**src/rtl/wide_adder_pkg.sv**
```systemverilog
// Shared definitions for the sequential wide adder.
//   state_t : controller states (IDLE, RUN, DONE)
//   DEF_N   : default slice width in bits
//   DEF_K   : default number of chunks
package wide_adder_pkg;

  localparam int DEF_N = 4;
  localparam int DEF_K = 4;

  typedef enum logic [1:0] {
    IDLE = 2'd0,
    RUN  = 2'd1,
    DONE = 2'd2
  } state_t;

endpackage

```
**src/rtl/adder_slice.sv**
```systemverilog
// N-bit combinational adder slice with group propagate/generate.
//   cin  : carry into the slice
//   a, b : slice operands
//   s    : a + b + cin, low N bits
//   cout : carry out of a + b + cin
//   prop : AND over all bits of (a ^ b)
//   gen  : carry out of a + b with the carry-in forced to 0
module adder_slice #(
  parameter int N = 4
) (
  input  logic         cin,
  input  logic [N-1:0] a,
  input  logic [N-1:0] b,
  output logic [N-1:0] s,
  output logic         cout,
  output logic         prop,
  output logic         gen
);

  logic [N:0]   full_sum;
  logic [N-1:0] p_bits;
  logic [N:0]   g_chain;   // ripple carry with carry-in 0, used only for gen

  assign full_sum = {1'b0, a} + {1'b0, b} + {{N{1'b0}}, cin};
  assign s        = full_sum[N-1:0];
  assign cout     = full_sum[N];

  assign g_chain[0] = 1'b0;
  generate
    for (genvar gi = 0; gi < N; gi++) begin : g_bit
      assign p_bits[gi]    = a[gi] ^ b[gi];
      assign g_chain[gi+1] = (a[gi] & b[gi]) | (p_bits[gi] & g_chain[gi]);
    end
  endgenerate

  assign prop = &p_bits;
  assign gen  = g_chain[N];

endmodule

```
**src/rtl/seq_wide_adder_ctrl.sv**
```systemverilog
// Multi-cycle W-bit adder (W = N*K): one N-bit slice is stepped over K
// chunks, LSB chunk first, with the inter-chunk carry held in a register.
//   clk, rst_n               : clock, synchronous active-low reset
//   start_valid/start_ready  : operation request handshake (a, b, cin sampled on accept)
//   res_valid/res_ready      : result handshake
//   s, cout, prop, gen       : registered result, meaningful while res_valid=1
//   busy                     : controller not in IDLE
module seq_wide_adder_ctrl
  import wide_adder_pkg::*;
#(
  parameter int N = DEF_N,
  parameter int K = DEF_K
) (
  input  logic           clk,
  input  logic           rst_n,
  input  logic           start_valid,
  output logic           start_ready,
  input  logic           cin,
  input  logic [N*K-1:0] a,
  input  logic [N*K-1:0] b,
  output logic           res_valid,
  input  logic           res_ready,
  output logic [N*K-1:0] s,
  output logic           cout,
  output logic           prop,
  output logic           gen,
  output logic           busy
);

  localparam int W  = N * K;
  localparam int CW = (K > 1) ? $clog2(K) : 1;

  state_t         state_reg, state_next;
  logic [W-1:0]   a_reg, b_reg;
  logic           carry_reg;
  logic [CW-1:0]  cnt_reg;
  logic           prop_acc_reg, gen_acc_reg;
  logic [N-1:0]   s_chunk_reg [K];
  logic           cout_reg, prop_reg, gen_reg, res_valid_reg;

  logic [N-1:0]   a_chunk [K];
  logic [N-1:0]   b_chunk [K];
  logic [N-1:0]   slice_s;
  logic           slice_c, slice_p, slice_g;
  logic           accept, last_chunk;

  // Chunk views of the operand registers and of the result.
  generate
    for (genvar gi = 0; gi < K; gi++) begin : g_chunk
      assign a_chunk[gi]      = a_reg[gi*N +: N];
      assign b_chunk[gi]      = b_reg[gi*N +: N];
      assign s[gi*N +: N]     = s_chunk_reg[gi];
    end
  endgenerate

  adder_slice #(.N(N)) u_slice (
    .cin  (carry_reg),
    .a    (a_chunk[cnt_reg]),
    .b    (b_chunk[cnt_reg]),
    .s    (slice_s),
    .cout (slice_c),
    .prop (slice_p),
    .gen  (slice_g)
  );

  // start_ready is held low during reset so no request is acknowledged then.
  assign start_ready = (state_reg == IDLE) & rst_n;
  assign busy        = (state_reg != IDLE);
  assign accept      = start_valid & start_ready;
  assign last_chunk  = (cnt_reg == CW'(K - 1));

  assign res_valid = res_valid_reg;
  assign cout      = cout_reg;
  assign prop      = prop_reg;
  assign gen       = gen_reg;

  always_ff @(posedge clk) begin
    if (!rst_n) state_reg <= IDLE;
    else        state_reg <= state_next;
  end

  always_comb begin
    state_next = state_reg;
    case (state_reg)
      IDLE:    if (accept)     state_next = RUN;
      RUN:     if (last_chunk) state_next = DONE;
      DONE:    if (res_ready)  state_next = IDLE;
      default:                 state_next = IDLE;
    endcase
  end

  always_ff @(posedge clk) begin
    if (!rst_n) begin
      a_reg         <= '0;
      b_reg         <= '0;
      carry_reg     <= 1'b0;
      cnt_reg       <= '0;
      prop_acc_reg  <= 1'b0;
      gen_acc_reg   <= 1'b0;
      cout_reg      <= 1'b0;
      prop_reg      <= 1'b0;
      gen_reg       <= 1'b0;
      res_valid_reg <= 1'b0;
      for (int i = 0; i < K; i++) s_chunk_reg[i] <= '0;
    end else begin
      case (state_reg)
        IDLE: begin
          if (accept) begin
            a_reg        <= a;
            b_reg        <= b;
            carry_reg    <= cin;
            cnt_reg      <= '0;
            prop_acc_reg <= 1'b1;
            gen_acc_reg  <= 1'b0;
          end
        end
        RUN: begin
          s_chunk_reg[cnt_reg] <= slice_s;
          carry_reg            <= slice_c;
          prop_acc_reg         <= prop_acc_reg & slice_p;
          gen_acc_reg          <= slice_g | (slice_p & gen_acc_reg);
          if (last_chunk) begin
            // Counter stays at K-1 rather than wrapping.
            cout_reg      <= slice_c;
            prop_reg      <= prop_acc_reg & slice_p;
            gen_reg       <= slice_g | (slice_p & gen_acc_reg);
            res_valid_reg <= 1'b1;
          end else begin
            cnt_reg <= cnt_reg + CW'(1);
          end
        end
        DONE: begin
          if (res_ready) res_valid_reg <= 1'b0;
        end
        default: ;
      endcase
    end
  end

endmodule

```
**config.mk**
```make
export PLATFORM = sky130hd
export DESIGN_NAME = seq_wide_adder_ctrl
export DESIGN_NICKNAME = d
export VERILOG_FILES = /design/src/rtl/wide_adder_pkg.sv /design/src/rtl/adder_slice.sv /design/src/rtl/seq_wide_adder_ctrl.sv
export SDC_FILE = /design/constraint.sdc
export NUM_CORES = 1
export LEC_CHECK = 0
export CAP_MARGIN = 5
export CORE_ASPECT_RATIO = 0.9
export CORE_UTILIZATION = 50
export DETAILED_ROUTE_END_ITERATION = 8
export PLACE_DENSITY = 0.8
export SYNTH_ARGS = -nofsm -noshare
export SYNTH_HDL_FRONTEND = slang
export SYNTH_SLANG_ARGS = --single-unit
export TNS_END_PERCENT = 50
```
**constraint.sdc**
```tcl
create_clock -name clk -period 3.7 [get_ports clk]
set_input_delay 0.37 -clock clk [delete_from_list [all_inputs] [get_ports clk]]
set_output_delay 0.37 -clock clk [all_outputs]
set_load 0.05 [all_outputs]
```
==> results.md, run 1 <==
- Drt via density: 5.302
- Dpl ws: between 0.6 and 0.7 ns
- Clock Path Buffers: 2
- Register area: 1341 um^2
- Crit path arrival time: between 3 and 4 ns
- Synth Area in Simple Gates: about 20%
- CP Depth: 5
- Maximum VDD drop: about 0.25 mV
- Setup total negative slack: 0 ns
- Ranking of synthesized cells by area: dfxtp_1 (33%), edfxtp_1 (18%), nand2_1 (10%)
- R2R depth: 5
- Layout cells sized above 1: a little under a tenth
- # IOs: between 50 and 60
- Starting Density: between 50% and 60%
- Area Overhead vs Synth: 29.99%
- GRT Util Overall: 21.62%
- Num CTS Buffers: 9
- Die W: roughly 80 um
- Post-Synth Adder-Cell Area: slightly below 4%
- Mux contribution to synthesized area: a little under a tenth
- CP max stage cell: dfxtp_1
- WP buf/inv: 0
- Avg Inst Size Synth: roughly 9.6 um^2
- Fin crit share: between 80% and 90%
- Clk Tree Root Cell: clkbuf_8
- Clk_lat worst skew: roughly 0.34 ns
- Startpoint Class: flip-flop
- CP Launch Point: cnt_reg[0]$_SDFFE_PN0P_
- Reg2reg setup slack: around 0.63 ns
- Syn Std Cell Area: about 2600 um^2
- DRC violations left: 0
- F_max: 325.8 MHz
- Sequential power share: roughly 47%
- Fillers: ~370
- Vias: approximately 2100
- Crit path kind: flip-flop to flip-flop
- Core box area: between 4000 and 5000 um^2
- Clk pwr share: between 30% and 40%
- GP Congestion: 0.8708
- Max Transition Viols Final: 0
- Tightest Pin Transition: 0.7264 ns
- Die height: 71 um
- Hold Violations, Final: 0
- Initial antenna violation count: 0
- Internal power: roughly 1200 uW
- End of the critical path: s_chunk_reg[1][2]$_SDFFCE_PN0P_
- Placed wire-length estimate: around 3800 um
- Commonest cells after routing, fill and taps aside: nand2_1 (73), clkdlybuf4s50_1 (57), dfxtp_1 (43), o21ai_0 (37), edfxtp_1 (16)
- Multi-input gate area: roughly 1200 um^2
- Setup crit end kind: flip-flop
- Clock Pin Slew Worst Setup and Hold Paths: 0.06 ns
- Final wirelength: 5386 um
- Post-synthesis sequential area ratio: about half
- Clock Skews: roughly 0.0053 ns
- Synth area leader: dfxtp_1
- Synth top area share: between 30% and 40%
- Slowest stage delay, CP: between 0.7 and 0.8 ns
- Rel. slew slack: between 50% and 60%
- Leakage Power: 0.001326 uW
- CP top delay family: adder cells
- Synth Area in XOR/XNOR: 0.3311%
- Rows: 24
- Remaining global-route overflow: 0
- Syn Nets: around 320
- Post-route antenna net violation count: 0
- Switching power: between 300 and 400 uW
- Yosys cell types: 40
- Critical Path Most Common Cell: fa_1
- Maxcap violations: 0
- Commonest non-fill, non-tap cell in the layout: nand2_1
- FF+latch count, synth: slightly below 60
- FF-to-FF End: s_chunk_reg[1][2]$_SDFFCE_PN0P_
- Ys Warns: 0
- DRT iter0 DRCs: between 100 and 150
- Hold-fix buffers, CTS: 0
- CTS tree: built
- Placed instance area: 3234 um^2
- Pre-Repair DR Iteration Count: 4
- Wire per inst: about 14 um
- DIE AREA: approximately 5600 um^2
- Setup bufs post-CTS: 0
- Final min period: between 3 and 4 ns
- Antenna Cells: 0
- Outcome: complete, no violations
- Final setup viols: 0
- Worst flop-to-flop path startpoint: cnt_reg[0]$_SDFFE_PN0P_
- Syn Inst Count: 275
- Port Buffers: 58
- Number of global-route vias before repair: 1922
- Compound-Gate Fraction of Synth Area: a little under an eighth
- Power density cells: between 400 and 500 nW/um^2
- Sw Ratio: around 26%
- H-Tree Depth: 3
- Crit-path cells: mux4_2, fa_1, fa_1, xnor2_1, nor2_1
- Largest net degree at the start of global routing: 33
- Largest family of logic cells by synthesized area: simple AND/OR/NAND/NOR gates
- WP data required: between 3 and 4 ns
- CTS resizes: 0
- Critical-path maximum fanout: 14
- Cell area after layout: approximately 3400 um^2
- Min-delay worst type: flip-flop to flip-flop
- TritonCTS Sinks: just under 60
- Net count, final: around 370
- Logic gate share of total power: between 15 and 20%
- Global-route wire length before repair: between 9000 and 10000 um
- RSZ-0062 raised after global routing: no
- Setup ws final: roughly 0.63 ns
worst min-delay path by stage:
| stage | to | start | cells past startpoint | slack [ns] |
|---|---|---|---|---|
| 2_1_floorplan | a_reg[10]$_SDFFE_PN0P_ | a_reg[10]$_SDFFE_PN0P_ | 2 | 0.43 |
| 3_3_place_gp | b_reg[7]$_SDFFE_PN0P_ | b_reg[7]$_SDFFE_PN0P_ | 2 | 0.44 |
| 3_5_place_dp | a_reg[12]$_SDFFE_PN0P_ | a_reg[12]$_SDFFE_PN0P_ | 2 | 0.45 |
| 4_1_cts | a_reg[13]$_SDFFE_PN0P_ | a_reg[13]$_SDFFE_PN0P_ | 2 | 0.46 |
| 5_1_grt | a_reg[6]$_SDFFE_PN0P_ | a_reg[6]$_SDFFE_PN0P_ | 2 | 0.48 |
| 6_report | b_reg[10]$_SDFFE_PN0P_ | b_reg[10]$_SDFFE_PN0P_ | 2 | 0.46 |
Yosys cell counts (all sizes together):
cell type	n
nand2	73
fa	2
or3	3
or2	1
nand3b	2
mux2i	6
a2bb2oi	1
o211ai	3
nor2b	2
and4bb	1
edfxtp	16
o21ai	37
mux4	8
a21oi	11
and4	1
xnor2	1
clkbuf	9
a211o	1
a31oi	1
buf	10
inv	2
ha	5
o22ai	1
and2	2
a311oi	1
or4	1
nor3	2
nand2b	2
a21o	2
and3	6
and3b	2
or4b	1
nand4bb	1
dfxtp	43
nand3	6
nor2	9
metrics by stage:
step	util, %	hold slack [ns]	instances	power, uW
floorplan	-	0.4328	275	890.7
global placement	65.28	0.4414	382	975.4
detailed placement	65.28	0.4525	382	980.5
CTS	69.39	0.4618	398	1570
global route	69.39	0.4816	398	1629
finish	69.39	0.4606	398	1560
final cells by class:
| class | count | share of cell area (%) |
|---|---|---|
| well taps | 65 | 2.365 |
| repair buffers | 61 | 17.47 |
| flip-flops and latches | 59 | 39.01 |
| inverters | 2 | 0.2183 |
| clock buffers | 12 | 4.549 |
| multi-input cells | 195 | 35.01 |
| clock inverters | 4 | 1.383 |
cell families after synthesis:
family | after synthesis
flops | 59
fa+ha+maj | 7
mux | 14
buf+inv | 21
xor+xnor | 1
simple gates | 115
compound gates | 58
metal layers:
metal / GRT usage, % / share of wire (%) / routed length [um]
met1: 27.58 / 45 / 2404
met2: 33.53 / 47 / 2522
met3: 8.129 / 6.9 / 372
met4: 8.025 / 1.6 / 87
met5: 0 / 0 / 0
worst min-delay path: cells and delay by family, from the launching register on:
family / cells / cell delay [ns]
AO/OA/AOI/OAI: 1 / 0.06
flip-flops: 1 / 0.31
AND/OR/NAND/NOR: 1 / 0.05
power by group through the flow:
stage | clock, uW | combinational, uW | sequential, uW
after floorplan | 0 | 121 | 769
after global placement | 0 | 231 | 744
after detailed placement | 0 | 236 | 745
after CTS | 602 | 237 | 731
after global routing | 636 | 257 | 736
final | 592 | 237 | 731
No activity file was read; power rests on OpenSTA's default activity.
==> inputs of run 2 (changes only) <==
clock period = 3.1 ns   (was 3.7 ns; I/O delays follow)
==> run 2 against run 1 <==
Utilization grew 0.25 points. Clock power is 3.9% lower. Cell area grew 0.36%. Largest cell class unchanged. Combinational power increased by 26%.
==> results.md, run 2 (synthesis gave the netlist of run 1 again) <==
- Power density cells: ~500 nW/um^2
- Number of global-route vias before repair: 1932
- Startpoint Class: flip-flop
- Wire per inst: ~13 um
- HP Start: a_reg[11]$_SDFFE_PN0P_
- Drt via density: about 5.2
- F_max: approximately 360 MHz
- Tightest Pin Transition: about 0.64 ns
- Remaining global-route overflow: 0
- Max Transition Viols Final: 0
- Crit path kind: flip-flop to flip-flop
- Largest net degree at the start of global routing: 33
- Final wirelength: 5270 um
- Global-route wire length before repair: ~9100 um
- Commonest non-fill, non-tap cell in the layout: nand2_1
- Vias: between 2000 and 2500
- Placed Cells: 386
- Leakage Power: around 0.0013 uW
- H-Tree Depth: 3
- CTS tree: built
- Pre-Repair DR Iteration Count: 4
- Port Buffers: 58
- Post-route antenna net violation count: 0
- Commonest cells after routing, fill and taps aside: nand2_1 (73), clkdlybuf4s50_1 (57), dfxtp_1 (43), o21ai_0 (37), edfxtp_1 (16)
- DRT iter0 DRCs: 161
- Setup bufs post-CTS: 0
- Crit path arrival time: around 2.8 ns
- Setup total negative slack: 0 ns
- Worst flop-to-flop path startpoint: cnt_reg[0]$_SDFFE_PN0P_
- Starting Density: 53.38%
- GP Congestion: 0.8185
- Maximum VDD drop: between 0.3 and 0.4 mV
- DIE AREA: between 5000 and 6000 um^2
- Rel. slew slack: between 50% and 60%
- Clk Tree Root Cell: clkbuf_8
- GRT Util Overall: 21.85%
- Layout cells sized above 1: under 10%
- Die W: ~79 um
- Clk_lat worst skew: 0.33 ns
- Die height: slightly above 70 um
- Outcome: complete, no violations
- Clock Path Buffers: 2
- Placed wire-length estimate: 3852 um
- DRC violations left: 0
- CP Launch Point: cnt_reg[0]$_SDFFE_PN0P_
- Num CTS Buffers: 9
- Core box area: 4955 um^2
- # IOs: 59
- Min-delay worst type: flip-flop to flip-flop
- CTS resizes: 0
- RSZ-0062 raised after global routing: no
- Final min period: between 2 and 3 ns
- Setup crit end kind: flip-flop
- TritonCTS Sinks: 59
- Net count, final: 376
- Fin crit share: 89.23%
- Post-Layout Cell Count: between 400 and 500
- Critical-path maximum fanout: 10
- Initial antenna violation count: 0
- Area Overhead vs Synth: 30.46%
- Hold Violations, Final: 0
- Rows: 24
- Hold-fix buffers, CTS: 0
- Antenna Cells: 0
- Maxcap violations: 0
- Clock Skews: roughly 0.0042 ns
- WP data required: 3.18 ns
- Final setup viols: 0
- Clock Pin Slew Worst Setup and Hold Paths: roughly 0.060 ns
run 2: layout make-up:
| cell class | instances | area (um^2) |
|---|---|---|
| inverter | 2 | 7.507 |
| fill | 387 | 1504 |
| tap | 65 | 81.33 |
| multi-input combinational | 195 | 1204 |
| clock buffer | 11 | 141.4 |
| timing repair buffer | 65 | 655.6 |
| sequential | 59 | 1341 |
| clock inverter | 5 | 20.02 |
run 2: worst max-delay path: stages (launching register included):
cell and delay (ns):
dfxtp_1 0.56, mux4_2 0.60, fa_1 0.45, fa_1 0.42, xnor2_1 0.39, nor2_1 0.09
run 2: routing by layer:
metal | share of wire (%) | vias up | global-route usage [%]
li1 | - | 1080 | -
met1 | 46 | 955 | 28.80
met2 | 46 | 63 | 32.85
met3 | 6.6 | 7 | 8.387
met4 | 1.2 | 0 | 7.819
met5 | 0 | - | 0
run 2: worst paths after layout:
kind                                endpoint  slack (ns)  cells past startpoint
min reg2reg           a_reg[11]$_SDFFE_PN0P_        0.45                      2
max          s_chunk_reg[2][2]$_SDFFCE_PN0P_        0.33                      5
min                   a_reg[11]$_SDFFE_PN0P_        0.45                      2
max reg2reg  s_chunk_reg[2][2]$_SDFFCE_PN0P_        0.33                      5
run 2: through the flow:
stage          setup slack [ns]  utilization, %  area (um^2)  power (uW)  hold slack, ns
6_report                 0.3340           69.65         3451        1733          0.4529
5_1_grt                  0.1656           69.65         3451        1818          0.4683
4_1_cts                  0.3068           69.65         3451        1746          0.4558
3_5_place_dp             0.3224           66.39         3289        1180          0.4476
3_3_place_gp             0.3760           66.39         3289        1174          0.4445
2_1_floorplan            0.4403               -         2645        1063          0.4186
run 2: where the power goes:
part | switching, uW | internal [uW] | total, uW | leakage (uW)
Clock | 270 | 299 | 569 | 0.0000833
Sequential | 27.2 | 840 | 867 | 0.000519
Combinational | 162 | 136 | 298 | 0.000733
Total | 459 | 1270 | 1730 | 0.00134
==> inputs of run 3 (changes only) <==
CELL_PAD_IN_SITES_DETAIL_PLACEMENT = 0   (was default)
CELL_PAD_IN_SITES_GLOBAL_PLACEMENT = 1   (was default)
CORE_UTILIZATION = 38   (was 50)
CTS_BUF_LIST = sky130_fd_sc_hd__clkbuf_8 sky130_fd_sc_hd__clkbuf_16   (was default)
==> run 3 against run 2 <==
Via count is essentially flat. Utilization shrank 17 points. Routed wire length grew 6.9%. Power grew 3.5%. Final cell count grew 6.5%. Sequential power is essentially flat. First-iteration DRC count shrank 29%. Critical path depth is the same. Die area grew 31%. Register-to-register slack gained 0.12 ns.
==> results.md, run 3 (synthesis gave the netlist of run 1 again) <==
- WP data required: 3.18 ns
- Power density cells: slightly above 500 nW/um^2
- Setup bufs post-CTS: 0
- CTS tree: built
- Clk_lat worst skew: about 0.34 ns
- Rows: 28
- Area Overhead vs Synth: 32.26%
- Antenna Cells: 0
- CP max stage cell: mux4_2
- Final min period: approximately 2.7 ns
- Clock Pin Slew Worst Setup and Hold Paths: around 0.070 ns
- Vias: 2103
- DIE AREA: between 7000 and 8000 um^2
- F_max: about 380 MHz
- Multi-input gate area: around 1200 um^2
- Global-route wire length before repair: roughly 9400 um
- Startpoint Class: flip-flop
- Port Buffers: 58
- Slowest stage delay, CP: ~0.59 ns
- GRT Util Overall: between 10% and 20%
- Critical-path maximum fanout: 7
- Starting Density: between 30% and 40%
- Reg2reg setup slack: 0.45 ns
- Die height: ~81 um
- Net count, final: between 300 and 400
- Crit path arrival time: about 2.7 ns
- Setup total negative slack: 0 ns
- Leakage Power: between 0.001 and 0.0015 uW
- TritonCTS Sinks: 59
- Tightest Pin Transition: 0.6931 ns
- Hold-fix buffers, CTS: 0
- DRT iter0 DRCs: ~110
- Crit path kind: flip-flop to flip-flop
- H-Tree Depth: 3
- Post-route antenna net violation count: 0
- Post-layout util: a little over half
- Maximum VDD drop: between 0.2 and 0.3 mV
- Critical Path Most Common Cell: fa_1
- Core box area: approximately 6700 um^2
- CTS resizes: 0
- Register area: 1341 um^2
- Final setup viols: 0
- GP Congestion: 0.8870
- Pre-Repair DR Iteration Count: 4
- Largest net degree at the start of global routing: 35
- Number of global-route vias before repair: 1984
- Clock Path Buffers: 2
- Setup crit end kind: flip-flop
- Die W: between 80 and 90 um
- Layout cells sized above 1: between 10% and 20%
- RSZ-0062 raised after global routing: no
- Clk Tree Root Cell: clkbuf_8
- Commonest cells after routing, fill and taps aside: nand2_1 (73), clkdlybuf4s50_1 (57), dfxtp_1 (43), o21ai_0 (37), edfxtp_1 (16)
- DRC violations left: 0
- Hold Violations, Final: 0
- Remaining global-route overflow: 0
- Maxcap violations: 0
- Commonest non-fill, non-tap cell in the layout: nand2_1
- Rel. slew slack: a little over half
- Max Transition Viols Final: 0
- Initial antenna violation count: 0
- Fillers: roughly 650
- Drt via density: just under 5
- Num CTS Buffers: 9
- Crit-path cells: mux4_2, fa_1, fa_1, xnor2_1, nor2_1
- Fin crit share: between 80% and 90%
- Wire per inst: 13.16 um
- Placed wire-length estimate: 4113 um
- # IOs: between 50 and 60
- Clock Skews: 0.006825 ns
- Outcome: complete, no violations
- Final wirelength: 5631 um
- Min-delay worst type: flip-flop to flip-flop
==> run 3: path summary, 6_finish.rpt <==
kind | startpoint | end | cells past startpoint
worst max-delay path | cnt_reg[0]$_SDFFE_PN0P_ | s_chunk_reg[2][2]$_SDFFCE_PN0P_ | 5
worst min-delay path | a_reg[3]$_SDFFE_PN0P_ | a_reg[3]$_SDFFE_PN0P_ | 2
worst max register to register | cnt_reg[0]$_SDFFE_PN0P_ | s_chunk_reg[2][2]$_SDFFCE_PN0P_ | 5
worst min register to register | a_reg[3]$_SDFFE_PN0P_ | a_reg[3]$_SDFFE_PN0P_ | 2
==> run 3: report_power, final <==
group          switching [uW]  internal (uW)
logic                     164            136
clock network             281            347
registers                26.3            840
total                     471           1320
==> run 3: layer usage <==
layer | up-vias | GRT usage [%] | routed length (um)
li1 | 1081 | - | -
met1 | 960 | 20.36 | 2596
met2 | 52 | 27.92 | 2704
met3 | 10 | 5.712 | 249
met4 | 0 | 6.613 | 81
met5 | - | 0 | 0
==> run 3: critical path, delay by kind of cell, from the launching register on <==
kind | cells | cell delay [ns]
muxes | 1 | 0.59
and+or+nand+nor | 1 | 0.10
DFF | 1 | 0.49
adders and majority gates | 2 | 0.86
xor gates and xnor gates | 1 | 0.35
==> run 3: per-stage QoR <==
stage | area (um^2) | worst slack (ns) | total power [uW] | hold WS, ns | cells
final | 3498 | 0.4490 | 1794 | 0.4568 | 428
after global routing | 3498 | 0.3176 | 1878 | 0.4818 | 428
after CTS | 3498 | 0.4247 | 1815 | 0.4595 | 428
after detailed placement | 3316 | 0.4405 | 1186 | 0.4498 | 412
after global placement | 3316 | 0.5161 | 1181 | 0.4415 | 412
after floorplan | 2645 | 0.4403 | 1063 | 0.4186 | 275
==> run 3: layout make-up <==
class                   instances  area share [%]
flip-flops and latches         59           38.34
multi-input cells             195           34.41
well taps                      90           3.219
inverters                       2          0.2146
repair buffers                 66           18.60
clock buffers                  12           4.721
clock inverters                 4          0.5007
